File: src/rtl/seq_scan_ctrl.sv
// Frame controller: serialises a parallel word MSB-first, scans it for a programmable
// pattern, drives the downstream detector's clear/strobe and reports the match count.
module seq_scan_ctrl #(
  parameter int DATA_W = 16,
  parameter int PAT_W  = 4,
  parameter int CNT_W  = 5
) (
  input  logic              clk,
  input  logic              rst,
  input  logic              cfg_we,
  input  logic [PAT_W-1:0]  cfg_pattern,
  input  logic              cfg_overlap,
  input  logic              in_valid,
  output logic              in_ready,
  input  logic [DATA_W-1:0] in_data,
  output logic              ser_bit,
  output logic              ser_valid,
  output logic              det_clr,
  output logic              out_valid,
  input  logic              out_ready,
  output logic [CNT_W-1:0]  out_count,
  output logic              out_hit,
  output logic              busy,
  output logic [1:0]        state
);

  localparam int FW = $clog2(PAT_W + 1);
  localparam int BW = $clog2(DATA_W);

  typedef enum logic [1:0] {
    IDLE   = 2'b00,
    CLEAR  = 2'b01,
    SHIFT  = 2'b10,
    REPORT = 2'b11
  } state_t;

  state_t            st;
  logic [DATA_W-1:0] shreg;
  logic [PAT_W-1:0]  window;
  logic [PAT_W-1:0]  pattern;
  logic [PAT_W-1:0]  win_next;
  logic [FW-1:0]     fill;
  logic [FW-1:0]     fill_next;
  logic [BW-1:0]     bitcnt;
  logic [CNT_W-1:0]  count;
  logic              overlap;
  logic              match;

  // Window/fill as they will be after the current serial bit is absorbed.
  always_comb begin
    win_next  = {window[PAT_W-2:0], shreg[DATA_W-1]};
    fill_next = (fill == FW'(PAT_W)) ? fill : fill + 1'b1;
    match     = (fill_next == FW'(PAT_W)) && (win_next == pattern);
  end

  always_ff @(posedge clk or negedge rst) begin
    if (!rst) begin
      st      <= IDLE;
      shreg   <= '0;
      window  <= '0;
      fill    <= '0;
      bitcnt  <= '0;
      count   <= '0;
      pattern <= '0;
      overlap <= 1'b1;
    end else begin
      case (st)
        IDLE: begin
          if (cfg_we) begin
            pattern <= cfg_pattern;
            overlap <= cfg_overlap;
          end
          if (in_valid) begin
            shreg <= in_data;
            st    <= CLEAR;
          end
        end
        CLEAR: begin
          window <= '0;
          fill   <= '0;
          bitcnt <= '0;
          count  <= '0;
          st     <= SHIFT;
        end
        SHIFT: begin
          shreg  <= {shreg[DATA_W-2:0], 1'b0};
          window <= win_next;
          bitcnt <= bitcnt + 1'b1;
          // Non-overlapping mode forces PAT_W fresh bits before the next match.
          fill   <= (match && !overlap) ? '0 : fill_next;
          if (match && (count != '1))
            count <= count + 1'b1;
          if (bitcnt == BW'(DATA_W - 1))
            st <= REPORT;
        end
        REPORT: begin
          if (out_ready)
            st <= IDLE;
        end
        default: st <= IDLE;
      endcase
    end
  end

  assign state     = st;
  assign in_ready  = rst && (st == IDLE);
  assign busy      = (st != IDLE);
  assign det_clr   = (st == CLEAR);
  assign ser_valid = (st == SHIFT);
  assign ser_bit   = ser_valid & shreg[DATA_W-1];
  assign out_valid = (st == REPORT);
  assign out_count = count;
  assign out_hit   = |count;

endmodule

File: config.mk
export PLATFORM = sky130hd
export DESIGN_NAME = seq_scan_ctrl
export DESIGN_NICKNAME = d
export VERILOG_FILES = /design/src/rtl/seq_scan_ctrl.sv
export SDC_FILE = /design/constraint.sdc
export NUM_CORES = 1
export LEC_CHECK = 0
export BUFFER_PORTS_ARGS = -buffer_cell sky130_fd_sc_hd__buf_2
export CORE_MARGIN = 2
export CORE_UTILIZATION = 45
export CTS_CLUSTER_SIZE = 20
export DETAILED_ROUTE_END_ITERATION = 8
export PLACE_DENSITY = 0.78
export SLEW_MARGIN = 25
export SYNTH_ARGS = -nofsm -noshare
export SYNTH_HDL_FRONTEND = slang
export SYNTH_SLANG_ARGS = --single-unit
File: constraint.sdc
create_clock -name clk -period 3.2 [get_ports clk]
set_input_delay 0.64 -clock clk [delete_from_list [all_inputs] [get_ports clk]]
set_output_delay 0.64 -clock clk [all_outputs]
set_load 0.02 [all_outputs]
==> out/metrics.cfg <==
[cts]
h-tree-depth=2
clk_path_buf_depth=2
cts_resized=0
cts_tree=done
post_cts_buffers=0
cts_buffers=5
clk_pin_slew_ns=0.08
ctsHoldBuffers=0
clkSinkCount=38
clockRootBuffer=clkbuf_8
insertion_delay_ns=0.29

[placement]
dp_hpwl_um=2795
gp_congestion=0.7101
place_area_um2=2255
place_ws_ns=1.282
port_buffers=39

[synth]
synth_seq_area_share_pct=47.77
synth_warnings=0
post-synth-top-area-cell=dfrtp_1
ys_ff_latch=38
syn_inst=194
netlist_top_cells_area=dfrtp_1 (46%), mux2i_1 (11%), o21ai_1 (6.8%)
synth_edf_count=0
synth_most_common_cell=dfrtp_1
yosys.area.top_type_share_pct=46.45
synth_area_um2=1993
synth_nets=230
synth_flop_cell=dfrtp_1
synth_common_cells=dfrtp_1 (37), nand2_1 (27), o21ai_1 (27), mux2i_1 (21), inv_1 (17)
synthArstFlopShare_pct=100.0
avgSynthCellArea_um2=10.27
yosysUniqueCellTypes=31

[detailed_routing]
viasPerCell=5.152
drtAntennaViolNets=0
drtIter0Drc=72
wl_per_cell_um=13.03
drc=0
drt_wl_total_um=3766
dr_total_vias=1489
drtPass1Iterations=4

[grt]
grt_overflow=0
antenna_found_initial=0
grt_max_degree=39
grt_use_total_pct=16.87
grt_pass1_vias=1387
grt_pass1_wl_um=6568

[sta]
setup_ws_ns=0.9933
finalSetupViolCount=0
slew_viol_final=0
slew_headroom_pct=63.80
fin_crit_ns=2.207
hold_viol=0
period_share_pct=68.96
tns_ns=0
clock.fmax_ghz=0.4532
worst_pin_slew_ns=0.5430
grt_setup_unrepaired=false
skew_ns=0.007827

[die]
start_util_pct=46.09
die_area_um2=4977
core_area_um2=4324
fp.dieW_um=70.55
ios=40
die_h_um=70.55
fp-row-count=24

[power_and_ir_drop]
peakVddDrop_v=0.0003815
seq_power_share_pct=38.0
powerDensity_nw_per_um2=879.4
swShare_pct=41.54
clock_power_share_pct=16.6
p_comb_share_pct=45.4
power_switching_mw=0.8569
intPower_mw=1.206
power_leakage_nw=1.171

[final_layout]
antenna_cells=0
final_net_count=272
syn_to_final_growth_pct=17.70
utilization_pct=54.25
design_area_um2=2346
final_layout_size_suffix_gt1_share_pct=24.89

[run_status]
status=finished clean

[worst_setup_path]
end_kind=output pin
r2r_end=out_count[0]
worst_r2r_path_depth=6
critical_path.endpoint=ser_bit
startpoint_type=flop
cp_max_fo=16
r2r_slack_ns=1.29
critPathLaunch=state[0]
critPathKind=reg2out
r2r-start=fill[0]
crit_arrival_ns=1.57
worstPathRequired_ns=2.56

[worst_hold_path]
hold_path.class=in2async

[flow_run]
maxCapViolations=0

-- worst min-delay path by stage --
stage | startpoint | end | slack, ns | depth (start not counted)
floorplan | rst | bitcnt[0] | 0.34 | 0
finish | rst | shreg[5] | 0.44 | 2
CTS | rst | shreg[5] | 0.45 | 2
detailed placement | shreg[0] | shreg[0] | 0.48 | 2
global route | rst | fill[2] | 0.48 | 2
global placement | shreg[14] | shreg[14] | 0.47 | 2
-- worst max-delay path, cell delays in order (launching register included) --
cell and delay [ns]:
dfrtp_1 0.41, inv_1 0.11, ha_1 0.17, buf_4 0.24, and2_1 0.17, buf_2 0.16
-- power by group through the flow --
stage / logic [mW] / clock network, mW / registers, mW
6_report: 0.937 / 0.342 / 0.784
5_1_grt: 1.06 / 0.372 / 0.811
4_1_cts: 0.950 / 0.351 / 0.788
3_5_place_dp: 0.948 / 0 / 0.796
3_3_place_gp: 0.919 / 0 / 0.786
2_1_floorplan: 0.724 / 0 / 0.776
-- final cells by class --
| class | count | area (um2) |
|---|---|---|
| Inverter | 17 | 63.81 |
| Fill cell | 412 | 1978 |
| Timing Repair Buffer | 43 | 225.2 |
| Tap cell | 52 | 65.06 |
| Clock inverter | 1 | 5.005 |
| Sequential cell | 38 | 952.2 |
| Clock buffer | 7 | 86.33 |
| Multi-Input combinational cell | 131 | 948.4 |
-- per-layer routing --
metal	GRT usage (%)	wire (um)	vias to the layer above
met4	5.031	46	0
met1	24.25	1784	693
met2	25.05	1710	43
li1	-	-	748
met3	4.986	224	5
met5	0	0	-
-- sequential cells by signal (all words and copies together) (netlist names) --
signal,cells
window,3
overlap,1
bitcnt,4
shreg,16
state,2
pattern,4
out_count,5
fill,3
-- logic make-up after synthesis --
kind of cell,Yosys count,share of synthesized area (%)
buffers and inverters,25,4.834
multiplexers,27,13.94
XOR/XNOR,5,2.197
adder cells (fa/ha/maj),10,6.277
AO/OA/AOI/OAI,40,11.99
flip-flops,38,47.77
AND/OR/NAND/NOR,49,12.99
-- per-stage QoR --
step,power [mW],std cells,hold slack (ns)
CTS,2.089,289,0.4534
global route,2.248,289,0.4850
finish,2.063,289,0.4434
detailed placement,1.744,281,0.4780
floorplan,1.500,194,0.3444
global placement,1.705,281,0.4680
-- cells in the final DEF, fill, tap and decap left out, types with 3 or more instances in the layout --
master / n
a22o_1: 3
buf_2: 39
buf_4: 4
clkbuf_8: 6
dfrtp_1: 37
ha_1: 10
inv_1: 17
mux2_1: 5
mux2i_1: 20
nand2_1: 27
nand2b_1: 3
nand3_1: 9
o21ai_0: 3
o21ai_1: 27
xor2_1: 5
(Power assumes the default switching activity.)
